[config.mk]
export PLATFORM = sky130hd
export DESIGN_NAME = freq_meas_scheduler
export DESIGN_NICKNAME = d
export VERILOG_FILES = /design/src/rtl/freq_meas_scheduler.sv
export SDC_FILE = /design/constraint.sdc
export NUM_CORES = 1
export LEC_CHECK = 0
export BUFFER_PORTS_ARGS = -buffer_cell sky130_fd_sc_hd__buf_4
export CORE_MARGIN = 2
export CORE_UTILIZATION = 45
export DETAILED_ROUTE_END_ITERATION = 7
export PLACE_DENSITY_LB_ADDON = 0.08
export SETUP_SLACK_MARGIN = 0.2
export SYNTH_ARGS = -nofsm -noshare
export SYNTH_HDL_FRONTEND = slang
export SYNTH_SLANG_ARGS = --single-unit
[constraint.sdc]
create_clock -name sys_clk -period 2.2 [get_ports sys_clk]
set_input_delay 0.22 -clock sys_clk [delete_from_list [all_inputs] [get_ports sys_clk]]
set_output_delay 0.22 -clock sys_clk [all_outputs]
set_load 0.02 [all_outputs]
[src/rtl/freq_meas_scheduler.sv]
// Gated edge-count frequency meter time-multiplexed over NUM_CH inputs.
// Channels are swept select -> settle -> gate -> calc -> report, once or round-robin.
module freq_meas_scheduler #(
    parameter int unsigned NUM_CH        = 4,
    parameter logic [63:0] CLK_FREQ_HZ   = 64'd50_000_000,
    parameter logic [63:0] GATE_CYCLES   = 64'd25_000_000,
    parameter int unsigned SETTLE_CYCLES = 16
) (
    input  logic              sys_clk,
    input  logic              sys_rst_n,
    input  logic              start,
    input  logic              cont,
    input  logic [NUM_CH-1:0] ch_en,
    input  logic [NUM_CH-1:0] sig_in,
    output logic              busy,
    output logic [31:0]       fre,
    output logic [2:0]        fre_ch,
    output logic              fre_valid,
    output logic              fre_ovf,
    output logic              done
);

    localparam logic [63:0] SCALE       = CLK_FREQ_HZ / GATE_CYCLES;
    localparam logic [31:0] GATE_LAST   = 32'(GATE_CYCLES - 64'd1);
    localparam logic [31:0] SETTLE_LAST = 32'(SETTLE_CYCLES - 1);

    typedef enum logic [2:0] {
        S_IDLE,
        S_SETTLE,
        S_GATE,
        S_CALC,
        S_REPORT
    } state_t;

    state_t              state_q, state_d;
    logic [NUM_CH-1:0]   mask_q, mask_d;
    logic [2:0]          ch_q, ch_d;
    logic [31:0]         cyc_q, cyc_d;
    logic [31:0]         edge_cnt_q, edge_cnt_d;
    logic                prev_q, prev_d;
    logic [NUM_CH-1:0]   sync1_q, sync1_d;
    logic [NUM_CH-1:0]   sync2_q, sync2_d;
    logic [31:0]         res_q, res_d;
    logic                res_ovf_q, res_ovf_d;
    logic                busy_q, busy_d;
    logic [31:0]         fre_q, fre_d;
    logic [2:0]          fre_ch_q, fre_ch_d;
    logic                fre_valid_q, fre_valid_d;
    logic                fre_ovf_q, fre_ovf_d;
    logic                done_q, done_d;

    logic                sel;
    logic [3:0]          first_en;
    logic [3:0]          next_en;
    logic [63:0]         product;

    // Lowest set bit of m at index >= from; bit 3 of the result flags "found".
    function automatic logic [3:0] find_from(input logic [NUM_CH-1:0] m, input logic [3:0] from);
        logic [3:0] r;
        r = 4'd0;
        for (int i = NUM_CH - 1; i >= 0; i--) begin
            if (m[i] && (4'(i) >= from)) begin
                r = {1'b1, 3'(i)};
            end
        end
        return r;
    endfunction

    always_comb begin
        state_d     = state_q;
        mask_d      = mask_q;
        ch_d        = ch_q;
        cyc_d       = cyc_q;
        edge_cnt_d  = edge_cnt_q;
        prev_d      = prev_q;
        res_d       = res_q;
        res_ovf_d   = res_ovf_q;
        busy_d      = busy_q;
        fre_d       = fre_q;
        fre_ch_d    = fre_ch_q;
        fre_ovf_d   = fre_ovf_q;
        fre_valid_d = 1'b0;
        done_d      = 1'b0;
        sync1_d     = sig_in;
        sync2_d     = sync1_q;

        sel = 1'b0;
        for (int i = 0; i < NUM_CH; i++) begin
            if (ch_q == 3'(i)) begin
                sel = sync2_q[i];
            end
        end

        first_en = find_from(ch_en, 4'd0);
        next_en  = find_from(mask_q, {1'b0, ch_q} + 4'd1);
        product  = 64'(edge_cnt_q) * SCALE;

        case (state_q)
            S_IDLE: begin
                cyc_d      = 32'd0;
                edge_cnt_d = 32'd0;
                busy_d     = 1'b0;
                if (start && !busy_q && (ch_en != '0)) begin
                    mask_d  = ch_en;
                    ch_d    = first_en[2:0];
                    busy_d  = 1'b1;
                    state_d = S_SETTLE;
                end
            end
            // History tracks the new channel so the first gate cycle cannot see a false edge.
            S_SETTLE: begin
                edge_cnt_d = 32'd0;
                prev_d     = sel;
                if (cyc_q == SETTLE_LAST) begin
                    cyc_d   = 32'd0;
                    state_d = S_GATE;
                end else begin
                    cyc_d = cyc_q + 32'd1;
                end
            end
            S_GATE: begin
                prev_d = sel;
                if (sel && !prev_q && (edge_cnt_q != 32'hFFFF_FFFF)) begin
                    edge_cnt_d = edge_cnt_q + 32'd1;
                end
                if (cyc_q == GATE_LAST) begin
                    cyc_d   = 32'd0;
                    state_d = S_CALC;
                end else begin
                    cyc_d = cyc_q + 32'd1;
                end
            end
            S_CALC: begin
                if (product[63:32] != 32'd0) begin
                    res_d     = 32'hFFFF_FFFF;
                    res_ovf_d = 1'b1;
                end else begin
                    res_d     = product[31:0];
                    res_ovf_d = 1'b0;
                end
                state_d = S_REPORT;
            end
            // Result registers update here; fre_valid/done are seen the following cycle.
            S_REPORT: begin
                fre_d       = res_q;
                fre_ch_d    = ch_q;
                fre_ovf_d   = res_ovf_q;
                fre_valid_d = 1'b1;
                cyc_d       = 32'd0;
                if (next_en[3]) begin
                    ch_d    = next_en[2:0];
                    state_d = S_SETTLE;
                end else if (cont) begin
                    mask_d = ch_en;
                    if (first_en[3]) begin
                        ch_d    = first_en[2:0];
                        state_d = S_SETTLE;
                    end else begin
                        state_d = S_IDLE;
                    end
                end else begin
                    done_d  = 1'b1;
                    state_d = S_IDLE;
                end
            end
            default: begin
                state_d = S_IDLE;
            end
        endcase
    end

    always_ff @(posedge sys_clk) begin
        if (!sys_rst_n) begin
            state_q     <= S_IDLE;
            mask_q      <= '0;
            ch_q        <= 3'd0;
            cyc_q       <= 32'd0;
            edge_cnt_q  <= 32'd0;
            prev_q      <= 1'b0;
            sync1_q     <= '0;
            sync2_q     <= '0;
            res_q       <= 32'd0;
            res_ovf_q   <= 1'b0;
            busy_q      <= 1'b0;
            fre_q       <= 32'd0;
            fre_ch_q    <= 3'd0;
            fre_valid_q <= 1'b0;
            fre_ovf_q   <= 1'b0;
            done_q      <= 1'b0;
        end else begin
            state_q     <= state_d;
            mask_q      <= mask_d;
            ch_q        <= ch_d;
            cyc_q       <= cyc_d;
            edge_cnt_q  <= edge_cnt_d;
            prev_q      <= prev_d;
            sync1_q     <= sync1_d;
            sync2_q     <= sync2_d;
            res_q       <= res_d;
            res_ovf_q   <= res_ovf_d;
            busy_q      <= busy_d;
            fre_q       <= fre_d;
            fre_ch_q    <= fre_ch_d;
            fre_valid_q <= fre_valid_d;
            fre_ovf_q   <= fre_ovf_d;
            done_q      <= done_d;
        end
    end

    assign busy      = busy_q;
    assign fre       = fre_q;
    assign fre_ch    = fre_ch_q;
    assign fre_valid = fre_valid_q;
    assign fre_ovf   = fre_ovf_q;
    assign done      = done_q;

endmodule

# --- Word level (Yosys, flattened, before mapping) ---
# Cells that the tools add are included.
totals:
  wordCells: 105
  input_bits: 12
  reg_bits: 155
  output_inout_bits: 39
classes:
  addsub: 3
  eq_ne: 18
  n_mux: 38
  magnitude_cmp: 4
  n_reduce_logical: 24
  bitwise: 2
op_table:
  columns: ["cell", "count"]
  rows:
  - ["32-bit 2-to-1 mux", 4]
  - ["32-bit one-hot mux with 3 select lines", 1]
  - ["32-bit by 1-bit adder with 32-bit output, second input constant", 2]
  - ["32-bit one-hot mux with 2 select lines", 1]
  - ["4-bit 2-to-1 mux", 11]
  - ["32-bit by 25-bit equality test with 1-bit output, second input constant", 1]
  - ["32-bit by 4-bit equality test with 1-bit output, second input constant", 1]
  - ["32-bit inequality test, second input constant", 1]
  - ["3-bit 2-to-1 mux", 9]
  - ["3-bit one-hot mux with 5 select lines", 1]
  - ["3-bit by 2-bit equality test with 1-bit output, second input constant", 4]
  - ["2-bit inequality test, second input constant", 6]
  - ["1-bit 2-to-1 mux", 9]
  - ["1-bit by 4-bit >= comparator with 1-bit output, first input constant", 2]
  - ["2-bit by 4-bit >= comparator with 1-bit output, first input constant", 2]
  - ["1-bit logical AND", 8]
  - ["4-bit one-hot mux with 2 select lines", 1]
  - ["4-bit AND reduction", 2]
  - ["3-bit by 1-bit equality test with 1-bit output, second input constant", 2]
  - ["3-bit zero test", 2]
  - ["3-bit inequality test, second input constant", 2]
  - ["3-bit one-hot mux with 2 select lines", 1]
  - ["2-bit OR reduction", 3]
  - ["3-bit by 1-bit adder with 4-bit output, second input constant", 1]
  - ["other kinds (9)", 12]

# --- Longest topological paths before layout ---
# Gate-level depths: netlist of run 1.
depth:
  word_depth: 9
  ltp_mapped: 7

# --- Least setup slack after synthesis of run 1 ---
# OpenSTA, ideal clock, no wires.
synth_timing:
  kind: "register to register"
  from: "reg state_q[2]"
  to: "reg cyc_q[30]"
  path_slack_ns: 0.322
  t_required_ns: 2.083
  synth_period_minus_slack_ns: 1.878
  path_stages_with_launch: 8
  t_arrival_ns: 1.761
  n_path_buf: 2
  setup_time_ns: 0.117
  path_cell_list: "dfxtp_1 buf_2 maj3_2 clkbuf_1 or3_1 nor3_1 xnor2_1 nor2_1"
synth_via:
  elab_chain_cells: 3
synth_lines:
  columns: ["element", "line_no", "text"]
  rows:
  - ["start, declared", "35", "state_t state_q, state_d;"]
  - ["start signal, assigned", "191", "state_q <= state_d;"]
  - ["3-bit equality test / 3-bit zero test (equally long branches)", "98", "case (state_q)"]
  - ["2-bit OR reduction (no source line)", null, null]
  - ["32-bit one-hot mux with 3 select lines / 3-bit nonzero test (equally long branches)", null, null]
  - ["end signal, assigned", "194", "cyc_q <= cyc_d;"]
  - ["end, declared", "38", "logic [31:0] cyc_q, cyc_d;"]
# Several ways; a longest one is shown, not always the timed one.
# A chain may end at the register's enable or synchronous reset.

# --- Worst setup path in the final report of run 1 ---
layout_timing:
  from: "reg ch_q[0]"
  to: "reg edge_cnt_q[19]"
layout_via:
  elab_chain_cells: 9
layout_lines:
  columns: ["element", "line_no", "text"]
  rows:
  - ["start, declared", "37", "logic [2:0] ch_q, ch_d;"]
  - ["start signal, assigned", "193", "ch_q <= ch_d;"]
  - ["3-bit zero test", "89", "if (ch_q == 3'(i)) begin"]
  - ["1-bit 2-to-1 mux (3 in a row)", "89", null]
  - ["1-bit 2-to-1 mux *", "89", null]
  - ["1-bit logical AND * (2 in a row)", "123", "if (sel && !prev_q && (edge_cnt_q != 32'hFFFF_FFFF)) begin"]
  - ["2-bit inequality test (no source line) *", null, null]
  - ["2-bit AND reduction (no source line) *", null, null]
  - ["end signal, assigned", "195", "edge_cnt_q <= edge_cnt_d;"]
  - ["end, declared", "39", "logic [31:0] edge_cnt_q, edge_cnt_d;"]
# Every way passes the cells marked *; elsewhere a longest branch is shown, timed or not.

==> flow_summary.yaml, run 1 <==
sta:
  hold_viol_final: 0
  setup_repair_after_global_routing_missed_its_margin: "true"
  drv_slew: 0
  max_slew.worst_pin.slew_ns: 0.599
  min_period_over_period_pct: 88.7
  final.setup_skew_ns: 0.00782
  setup-tns-final_ns: 0
  max_freq_ghz: 0.512
  setup_viol: 0
  maxSlewHeadroom_pct: 60.0
  layout_min_cycle_time_ns: 1.95
logic_synthesis:
  synth_area_per_cell_um2: 8.15
  synth_enable_flop_cells: 0
  synth_most_common_cell: "sky130_fd_sc_hd__dfxtp_1"
  synthTopCellsByCount: "sky130_fd_sc_hd__dfxtp_1 (150), sky130_fd_sc_hd__nor2_1 (123), sky130_fd_sc_hd__nand2_1 (109)"
  post_synth_instance_area_um2: 6470
  synthesis.instances: 794
  synth.ff_latch_count: 150
  post-synth-top-area-cell: "sky130_fd_sc_hd__dfxtp_1"
  ys.warnings.count: 0
  yosysTopAreaCellShare_pct: 46.4
  synthArstFlopShare_pct: 0
  synthFlopType: "sky130_fd_sc_hd__dfxtp_1"
  synth_nets: 808
  synth-seq-area-share_pct: 46.4
  synth.area.top_cells: "sky130_fd_sc_hd__dfxtp_1 (46%), sky130_fd_sc_hd__nor2_1 (7.1%), sky130_fd_sc_hd__nand2_1 (6.3%)"
  synth_cell_types: 62
placed_design:
  placed_area_um2: 7110
  place.detailed.hpwl_mm: 10.7
  gpl.final_weighted_congestion: 0.843
  placement.io_buffers: 49
pwr:
  max-vdd-ir-drop_mv: 0.502
  power.density_nw_per_um2: 752
  leakage_nw: 2.70
  post-layout-total-power_mw: 5.98
routing:
  length_of_the_first_detailed_routing_pass_in_iterations: 5
  wirelength_mm: 15.6
  post_dr_vias_cell: 5.50
  dr_total_vias: 5711
  wl_per_cell_um: 15.0
  drc: 0
  detail-route-antenna-nets: 0
  dr.first_iter.drc_count: 339
cts:
  htree_num_levels: 4
  clockBufferDepth: 2
  tritoncts_clock_tree: "done"
  tritoncts_num_sinks: 150
  tritoncts.num_buffers: 17
  cts.reportedPaths.clkPinSlew_ns: 0.06
  clock_tree.root_cell: "sky130_fd_sc_hd__clkbuf_16"
  clk_latency_ns: 0.42
worst_setup_path:
  worst_path_dominant_cell_family: "simple AND/OR/NAND/NOR gates"
  crit_slowest_cell: "sky130_fd_sc_hd__or4_4"
  arrival_ns: 2.32
  crit_path_kind: "reg -> reg"
  startpoint_type_of_the_worst_setup_path: "flip-flop"
  worstPathCellList: "mux4_2, a21o_1, nand4_1, or4_4, a21oi_2"
  critical_path_required_ns: 2.56
  setup.worst_path.end_class: "flip-flop"
  worst_path_largest_cell_delay_ns: 0.59
  timing.critical_path.fanout_max: 7
  cp.buffers_inverters: 0
cells_and_area:
  final_layout_size_suffix_gt1_share_pct: 19.9
  stdcell_area_um2: 7950
  layout-area-overhead-vs-synth_pct: 22.8
  antenna-diode-count: 0
  finish.net_count: 860
global_routing:
  antenna_found_initial: 0
  globalRouteOverflowTotal: 0
  first_global_vias: 5296
  grt_usage_pct: 20.8
  grt_max_degree: 64
  grt_pass1_wl_mm: 25.3
floorplanning:
  core_area_um2: 14000
  row_count: 43
  initial_utilization_pct: 46.3
  boundaryPins: 51
  chipWidth_um: 124
  dieHeight_um: 124
  dieArea_um2: 15400
run_status:
  run_status: "finished, final reports clean"
job:
  max_cap_violations: 0
worst_hold_path:
  hold_path.class: "in -> reg"
## worst reg2reg max path: cells and delay by family, from the launching register on
family,cells,cell delay (ns)
simple gates,2,0.83
mux,1,0.43
flops,1,0.35
compound gates,2,0.28
## layout make-up
cell class / instances / area (µm²)
Fill cell: 1311 / 6040
Multi-Input combinational cell: 584 / 3340
Sequential cell: 150 / 3030
Timing Repair Buffer: 83 / 701
Clock buffer: 18 / 439
Tap cell: 180 / 225
Clock inverter: 14 / 175
Inverter: 10 / 37.5
## routing by layer
metal  wire [µm]  up-vias  GRT usage, %
met5           0        -             0
met4         227        0          7.94
met1        7870     2678          29.2
met2        6970      109          31.7
li1            -     2904             -
met3         565       20          4.21
## cell families after synthesis
kind of cell	after synthesis	synth area share (%)
flip-flops	150	46.4
XOR/XNOR	33	4.47
AO/OA/AOI/OAI	152	14.6
other	1	0.0579
AND/OR/NAND/NOR	389	29.0
multiplexers	6	1.12
buffers and inverters	60	3.77
adder cells (fa/ha/maj)	3	0.561
## worst paths after layout
| kind | from | to | slack (ns) | cells past startpoint |
|---|---|---|---|---|
| worst max-delay path | ch_q[0]$_SDFFE_PN0P_ | edge_cnt_q[19]$_SDFFE_PN0P_ | 0.25 | 5 |
| worst min-delay path | sig_in[2] | sync1_q[2]$_SDFF_PN0_ | 0.01 | 2 |
| worst max register to register | ch_q[0]$_SDFFE_PN0P_ | edge_cnt_q[19]$_SDFFE_PN0P_ | 0.25 | 5 |
| worst min register to register | sync1_q[2]$_SDFF_PN0_ | sync2_q[2]$_SDFF_PN0_ | 0.43 | 1 |
## where the power goes
group          internal [mW]  switching, mW  leakage [nW]  total, mW
logic                 0.0976          0.121          1.18      0.218
clock network           1.82           1.18         0.298       3.00
registers               2.74         0.0167          1.22       2.75
## metrics by stage
stage          hold slack [ns]  cells  setup slack, ns  utilization, %
2_1_floorplan            0.299    794            0.322               -
3_3_place_gp             0.422   1000            0.192            50.8
3_5_place_dp             0.424   1000            0.164            50.8
4_1_cts                0.00143   1034            0.197            55.4
5_1_grt                0.00615   1039            0.112            56.8
6_report                0.0118   1039            0.248            56.8
## sequential cells by signal, summed over array words and instances (netlist names), 2 cells and up
register and count:
fre_ch 2, ch_q 2, state_q 3, sync1_q 4
edge_cnt_q 32, res_q 32, sync2_q 4, fre 32
mask_q 3, cyc_q 32
## placed cells by master, fill, tap and decap left out, types with 4 or more instances in the layout
master and instances:
sky130_fd_sc_hd__a211oi_1 32, sky130_fd_sc_hd__a21oi_1 65, sky130_fd_sc_hd__a31oi_1 6, sky130_fd_sc_hd__a41o_1 4, sky130_fd_sc_hd__and2_1 10, sky130_fd_sc_hd__and3_1 10, sky130_fd_sc_hd__buf_4 76, sky130_fd_sc_hd__clkbuf_16 19
sky130_fd_sc_hd__clkinv_4 4, sky130_fd_sc_hd__dfxtp_1 130, sky130_fd_sc_hd__dfxtp_2 19, sky130_fd_sc_hd__inv_1 9, sky130_fd_sc_hd__mux2i_1 5, sky130_fd_sc_hd__nand2_1 108, sky130_fd_sc_hd__nand2b_1 5, sky130_fd_sc_hd__nand3_1 31
sky130_fd_sc_hd__nand4_1 17, sky130_fd_sc_hd__nor2_1 121, sky130_fd_sc_hd__nor3_1 14, sky130_fd_sc_hd__nor3_2 4, sky130_fd_sc_hd__nor4_1 9, sky130_fd_sc_hd__o21ai_0 17, sky130_fd_sc_hd__o31ai_1 8, sky130_fd_sc_hd__or3_1 18
sky130_fd_sc_hd__or4_1 8, sky130_fd_sc_hd__or4_4 4, sky130_fd_sc_hd__xnor2_1 19, sky130_fd_sc_hd__xor2_1 14
## what timing repair did
action                                  CTS  global route
endpoints found under the hold margin     2             0
endpoints found under the setup margin   14            61
pin swaps                                 0            10
hold buffers                              2             0
cloned                                    0             2
resized for setup                         5            42
buffers inserted                          0             3
Note: power is estimated with default switching activity, not from simulation.
==> run 2: changes to the inputs <==
- BUFFER_PORTS_ARGS: -buffer_cell sky130_fd_sc_hd__buf_4 -> -buffer_cell sky130_fd_sc_hd__buf_2
==> run 2 against run 1 <==
Utilization down 1.4 points. Clock power down 6%. Die area unchanged. Global-route usage decreased by 0.39 points. Flip-flop and latch count stayed put. Sequential power barely moved. Clock skew down 0.0027 ns. Critical endpoint is now edge_cnt_q[17]$_SDFFE_PN0P_.
==> flow_summary.yaml, run 2 (synthesis results as in run 1) <==
sta:
  setup-tns-final_ns: 0
  final.setup_skew_ns: 0.00515
  setup_viol: 0
  max_slew.worst_pin.slew_ns: 0.579
  maxSlewHeadroom_pct: 61.2
  final.hold.worst_slack_ns: 0.0148
  setup_repair_after_global_routing_missed_its_margin: "true"
  max_freq_ghz: 0.495
  drv_slew: 0
  layout_min_cycle_time_ns: 2.02
  min_period_over_period_pct: 91.9
  finalWorstSetupSlack_ns: 0.179
  hold_viol_final: 0
floorplanning:
  boundaryPins: 51
  dieHeight_um: 124
  dieArea_um2: 15400
  chipWidth_um: 124
  row_count: 43
  core_area_um2: 14000
  initial_utilization_pct: 46.3
worst_setup_path:
  reg2reg_from: "ch_q[0]$_SDFFE_PN0P_"
  cp-startpoint: "ch_q[0]$_SDFFE_PN0P_"
  worst_path_largest_cell_delay_ns: 0.45
  worst_path_dominant_cell_family: "simple AND/OR/NAND/NOR gates"
  timing.critical_path.fanout_max: 6
  setup.worst_path.end_class: "flip-flop"
  timing.reg2reg.setup_slack_ns: 0.18
  critPathCapture: "edge_cnt_q[17]$_SDFFE_PN0P_"
  cp.buffers_inverters: 1
  worstPathCellList: "mux4_2, a21o_1, nand4_1, buf_4, or3_1, a21oi_1"
  crit_path_kind: "reg -> reg"
  critical_path_required_ns: 2.55
  arrival_ns: 2.37
  startpoint_type_of_the_worst_setup_path: "flip-flop"
  reg2reg_to: "edge_cnt_q[17]$_SDFFE_PN0P_"
  worstSetupPathDepth: 6
  crit_slowest_cell: "sky130_fd_sc_hd__mux4_2"
  ff2ff_path_depth: 6
job:
  max_cap_violations: 0
cts:
  tritoncts.num_buffers: 17
  tritoncts_num_sinks: 150
  clock_tree.root_cell: "sky130_fd_sc_hd__clkbuf_16"
  tritoncts_clock_tree: "done"
  clk_latency_ns: 0.42
  cts.reportedPaths.clkPinSlew_ns: 0.06
  htree_num_levels: 4
  clockBufferDepth: 2
global_routing:
  gr-usage-met1_pct: 29.5
  globalRouteMet3Util_pct: 5.36
  grt_usage_pct: 20.5
  grt_pass1_wl_mm: 24.9
  use_met2_pct: 30.2
  globalRouteOverflowTotal: 0
  grt_max_degree: 56
  first_global_vias: 5135
  global_route.peak_usage_layer: "met2"
  antenna_found_initial: 0
cells_and_area:
  antenna-diode-count: 0
  finish.net_count: 860
  mostFrequentLayoutCells: "sky130_fd_sc_hd__dfxtp_1 (137), sky130_fd_sc_hd__nor2_1 (122), sky130_fd_sc_hd__nand2_1 (108)"
  most_common_cell_after_layout_fill_and_taps_aside: "sky130_fd_sc_hd__dfxtp_1"
  layout-area-overhead-vs-synth_pct: 19.8
  fillers: 1303
  stdcell_area_um2: 7750
  final_core_util_pct: 55.4
  final_layout_size_suffix_gt1_share_pct: 18.2
  final_cell_count_no_fill: 1039
pwr:
  leakage_nw: 2.67
  post-layout-total-power_mw: 5.79
  power.density_nw_per_um2: 746
  max-vdd-ir-drop_mv: 0.464
run_status:
  run_status: "finished, final reports clean"
worst_hold_path:
  hold_path.class: "in -> reg"
routing:
  detail-route-antenna-nets: 0
  post_dr_vias_cell: 5.47
  wl_per_cell_um: 14.7
  dr.first_iter.drc_count: 330
  wirelength_mm: 15.3
  length_of_the_first_detailed_routing_pass_in_iterations: 6
  drc: 0
  dr_total_vias: 5683
placed_design:
  placement.io_buffers: 49
  gpl.final_weighted_congestion: 0.803
  placed_area_um2: 6980
  placed_cells: 1000
  place.detailed.hpwl_mm: 10.6
  placement.setup.worst_slack_ns: 0.124
==> run 2: cell type report <==
class                           instances  area (µm²)  share of cell area (%)
Multi-Input combinational cell        584        3320                    42.8
Sequential cell                       150        3020                    39.0
Timing Repair Buffer                   83         567                    7.31
Tap cell                              180         225                    2.91
Clock inverter                         12         118                    1.52
Inverter                               10        37.5                   0.484
Clock buffer                           20         467                    6.02
==> run 2: layer usage <==
layer  share of wire (%)  vias to the layer above
met3                 4.0                       15
met4                 1.2                        0
li1                    -                     2911
met5                   0                        -
met1                  52                     2630
met2                  43                      127
==> run 2: timing repair <==
item,CTS,global route
hold buffers,3,0
pin swaps,0,6
resized for setup,4,28
cloned,0,2
endpoints found under the hold margin,3,0
setup endpoints to repair,19,58
setup buffers,0,2
==> run 2: report_power, final <==
part	internal [mW]	leakage (nW)	switching (mW)
registers	2.74	1.22	0.0146
logic	0.0862	1.17	0.122
clock network	1.66	0.287	1.17
total	4.48	2.67	1.30
==> run 2: worst min-delay path by stage <==
stage               slack [ns]                  start                    end  cells past startpoint
CTS                      0.007              sig_in[3]  sync1_q[3]$_SDFF_PN0_                      2
finish                    0.01              sig_in[3]  sync1_q[3]$_SDFF_PN0_                      2
global placement          0.42  sync1_q[0]$_SDFF_PN0_  sync2_q[0]$_SDFF_PN0_                      1
detailed placement        0.42  sync1_q[3]$_SDFF_PN0_  sync2_q[3]$_SDFF_PN0_                      1
floorplan                 0.30                   cont        done$_SDFF_PP0_                      1
global route              0.01              sig_in[3]  sync1_q[3]$_SDFF_PN0_                      2
==> run 3: changes to the inputs <==
- ABC_AREA: unset -> 1
- CTS_BUF_LIST: unset -> sky130_fd_sc_hd__clkbuf_8
==> run 3 against run 2 <==
Design area is 8.1% higher. Via count increased by 20%. Synthesized cell count increased by 37%. Clock-buffer cell count fell by 2. Flip-flop and latch count is the same. Combinational power increased to 9.4 times the previous value. Worst setup slack better by 0.17 ns. Clock power is 18% lower. Clock skew up 0.0052 ns. Synthesized area increased by 14%. Sequential power up 14%. Non-clock buffer count down 9. Critical endpoint is now edge_cnt_q[1]$_SDFFE_PN0P_. Largest power group is now sequential cells.
==> flow_summary.yaml, run 3 <==
run_status:
  run_status: "finished, final reports clean"
floorplanning:
  row_count: 46
  initial_utilization_pct: 46.3
  dieArea_um2: 17500
  chipWidth_um: 132
  core_area_um2: 16000
  dieHeight_um: 132
  boundaryPins: 51
sta:
  drv_slew: 0
  max_freq_ghz: 0.541
  setup-tns-final_ns: 0
  layout_min_cycle_time_ns: 1.85
  setup_viol: 0
  final.setup_skew_ns: 0.0104
  finalWorstSetupSlack_ns: 0.353
  setup_repair_after_global_routing_missed_its_margin: "true"
  maxSlewHeadroom_pct: 61.3
  max_slew.worst_pin.slew_ns: 0.576
  min_period_over_period_pct: 84.0
  final.hold.worst_slack_ns: 0.0668
  hold_viol_final: 0
logic_synthesis:
  xor_and_xnor_area_share_after_synthesis_pct: 2.84
  synth-seq-area-share_pct: 40.6
  synth_nets: 1099
  synthFlopType: "sky130_fd_sc_hd__dfxtp_1"
  yosys-mux-area-fraction_pct: 0.135
  synth_enable_flop_cells: 0
  post_synth_instance_area_um2: 7400
  post_synth_fa_ha_maj_area_fraction_pct: 0.338
  synthesis.instances: 1085
  synth_area_per_cell_um2: 6.82
  ys.warnings.count: 0
  synth.ff_latch_count: 150
  synth_cell_types: 38
  synth_most_common_cell: "sky130_fd_sc_hd__nand2_1"
  synthArstFlopShare_pct: 0
  synthTopCellsByCount: "sky130_fd_sc_hd__nand2_1 (242), sky130_fd_sc_hd__nor2_1 (191), sky130_fd_sc_hd__dfxtp_1 (150)"
  main_combinational_cell_family_by_area_after_synthesis: "simple AND/OR/NAND/NOR gates"
  yosysTopAreaCellShare_pct: 40.6
  synth-simple-area-share_pct: 33.7
  post-synth-top-area-cell: "sky130_fd_sc_hd__dfxtp_1"
  synth_compound_area_share_pct: 12.9
  synth.area.top_cells: "sky130_fd_sc_hd__dfxtp_1 (41%), sky130_fd_sc_hd__nand2_1 (12%), sky130_fd_sc_hd__nor2_1 (9.7%)"
routing:
  dr_total_vias: 6822
  wl_per_cell_um: 13.7
  wirelength_mm: 18.7
  length_of_the_first_detailed_routing_pass_in_iterations: 5
  dr.first_iter.drc_count: 467
  drc: 0
  detail-route-antenna-nets: 0
  post_dr_vias_cell: 5.01
worst_setup_path:
  crit_slowest_cell: "sky130_fd_sc_hd__dfxtp_1"
  reg2reg_to: "edge_cnt_q[1]$_SDFFE_PN0P_"
  arrival_ns: 2.19
  timing.critical_path.fanout_max: 15
  setup.worst_path.end_class: "flip-flop"
  critical-path-top-cell-by-count: "sky130_fd_sc_hd__nand2_2"
  critical_path_required_ns: 2.55
  crit_path_kind: "reg -> reg"
  startpoint_type_of_the_worst_setup_path: "flip-flop"
  worst_path_largest_cell_delay_ns: 0.37
  worstPathCellList: "ha_1, nand2_2, nor2_4, nand2_2, nor2_4, nand2_2, nand3_4, nand2_2, buf_4, o21ai_0, nor2_1"
  ff2ff_path_depth: 11
  timing.reg2reg.setup_slack_ns: 0.35
  reg2reg_from: "edge_cnt_q[1]$_SDFFE_PN0P_"
global_routing:
  grt_pass1_wl_mm: 31.4
  grt_max_degree: 65
  antenna_found_initial: 0
  globalRouteOverflowTotal: 0
  grt_usage_pct: 22.1
  first_global_vias: 6128
cells_and_area:
  antenna-diode-count: 0
  fillers: 1705
  layout-area-overhead-vs-synth_pct: 13.1
  most_common_cell_after_layout_fill_and_taps_aside: "sky130_fd_sc_hd__nand2_1"
  mostFrequentLayoutCells: "sky130_fd_sc_hd__nand2_1 (242), sky130_fd_sc_hd__nor2_1 (186), sky130_fd_sc_hd__dfxtp_1 (150)"
  finish.net_count: 1149
  final_layout_size_suffix_gt1_share_pct: 12.9
worst_hold_path:
  worst_hold_path.num_cells: 3
  hold_crit_start: "ch_en[2]"
  min_to: "mask_q[2]$_SDFFE_PN0P_"
  hold_path.class: "in -> reg"
cts:
  clk_latency_ns: 0.46
  htree_num_levels: 4
  tritoncts.num_buffers: 17
  clockBufferDepth: 2
  clock_tree.root_cell: "sky130_fd_sc_hd__clkbuf_8"
  tritoncts_num_sinks: 150
  tritoncts_clock_tree: "done"
  cts.reportedPaths.clkPinSlew_ns: 0.08
job:
  max_cap_violations: 0
placed_design:
  place.detailed.hpwl_mm: 13.8
  gpl.final_weighted_congestion: 0.974
  placement.setup.worst_slack_ns: 0.190
  placement.io_buffers: 49
pwr:
  post-layout-total-power_mw: 7.40
  power.density_nw_per_um2: 884
  max-vdd-ir-drop_mv: 0.535
  leakage_nw: 3.13
[run 3: cell count changes after synthesis, sizes merged, moves of 11 or more]
cell | before | now
nand2 | 109 | 251
a221oi | 0 | 29
nor4 | 13 | 2
a211oi | 32 | 1
nor2 | 124 | 212
inv | 9 | 127
xnor2 | 19 | 5
nand3 | 32 | 73
o21ai | 17 | 47
or3 | 20 | 0
clkbuf | 36 | 23
or4 | 12 | 0
[run 3: area by class of cell]
cell class / count / area (µm²) / area share (%)
Timing Repair Buffer: 74 / 465 / 5.56
Clock buffer: 18 / 248 / 2.96
Clock inverter: 12 / 178 / 2.12
Tap cell: 216 / 270 / 3.23
Multi-Input combinational cell: 765 / 3740 / 44.6
Sequential cell: 150 / 3000 / 35.8
Inverter: 127 / 477 / 5.69
[run 3: what timing repair did]
action                                  4_1_cts  5_1_grt
hold buffers                                  5        0
pin swaps                                     0        2
endpoints found under the hold margin         5        0
endpoints found under the setup margin        8       51
gates resized for setup                       1       11
setup buffers                                 0        1
[run 3: layer usage]
metal  wire [µm]  share of wire (%)  vias to the layer above  GRT usage [%]
li1            -                  -                     3579              -
met1        9520                 51                     3046           32.6
met2        7860                 42                      171           33.0
met3        1040                5.5                       26           4.11
met4         298                1.6                        0           6.27
met5           0                  0                        -              0
[run 3: how the worst max path moves through the flow]
stage / from / endpoint / slack, ns / depth (start not counted)
6_report: edge_cnt_q[1]$_SDFFE_PN0P_ / edge_cnt_q[1]$_SDFFE_PN0P_ / 0.35 / 11
5_1_grt: cyc_q[0]$_SDFFE_PN0P_ / cyc_q[28]$_SDFFE_PN0P_ / 0.19 / 10
4_1_cts: edge_cnt_q[1]$_SDFFE_PN0P_ / edge_cnt_q[14]$_SDFFE_PN0P_ / 0.21 / 10
3_5_place_dp: cyc_q[1]$_SDFFE_PN0P_ / cyc_q[25]$_SDFFE_PN0P_ / 0.19 / 10
3_3_place_gp: cyc_q[0]$_SDFFE_PN0P_ / cyc_q[26]$_SDFFE_PN0P_ / 0.28 / 10
2_1_floorplan: edge_cnt_q[0]$_SDFFE_PN0P_ / edge_cnt_q[28]$_SDFFE_PN0P_ / 0.47 / 11
[run 3: power breakdown]
group	switching, mW	leakage [nW]	internal [mW]	total, mW
combinational	1.37	1.71	0.596	1.96
clock	1.05	0.209	1.25	2.31
sequential	0.156	1.21	2.98	3.13
total	2.58	3.13	4.83	7.40
[run 3: logic make-up after synthesis]
logic type | Yosys count
fa+ha+maj | 2
flops | 150
buf+inv | 170
simple gates | 576
xor+xnor | 24
compound gates | 161
mux | 1
other cells | 1
[run 3: metrics by stage]
| step | std cells | cell area [µm²] | utilization, % |
|---|---|---|---|
| 3_3_place_gp | 1326 | 7850 | 49.1 |
| 6_report | 1362 | 8380 | 52.4 |
| 2_1_floorplan | 1085 | 7400 | - |
| 4_1_cts | 1361 | 8330 | 52.1 |
| 3_5_place_dp | 1326 | 7850 | 49.1 |
| 5_1_grt | 1362 | 8380 | 52.4 |
[run 3: critical path: cells and delay by family, from the launching register on]
| family | cells | cell delay [ns] |
|---|---|---|
| AO/OA/AOI/OAI | 1 | 0.15 |
| adder cells (fa/ha/maj) | 1 | 0.20 |
| buffers and inverters | 1 | 0.19 |
| flip-flops | 1 | 0.37 |
| AND/OR/NAND/NOR | 8 | 0.82 |
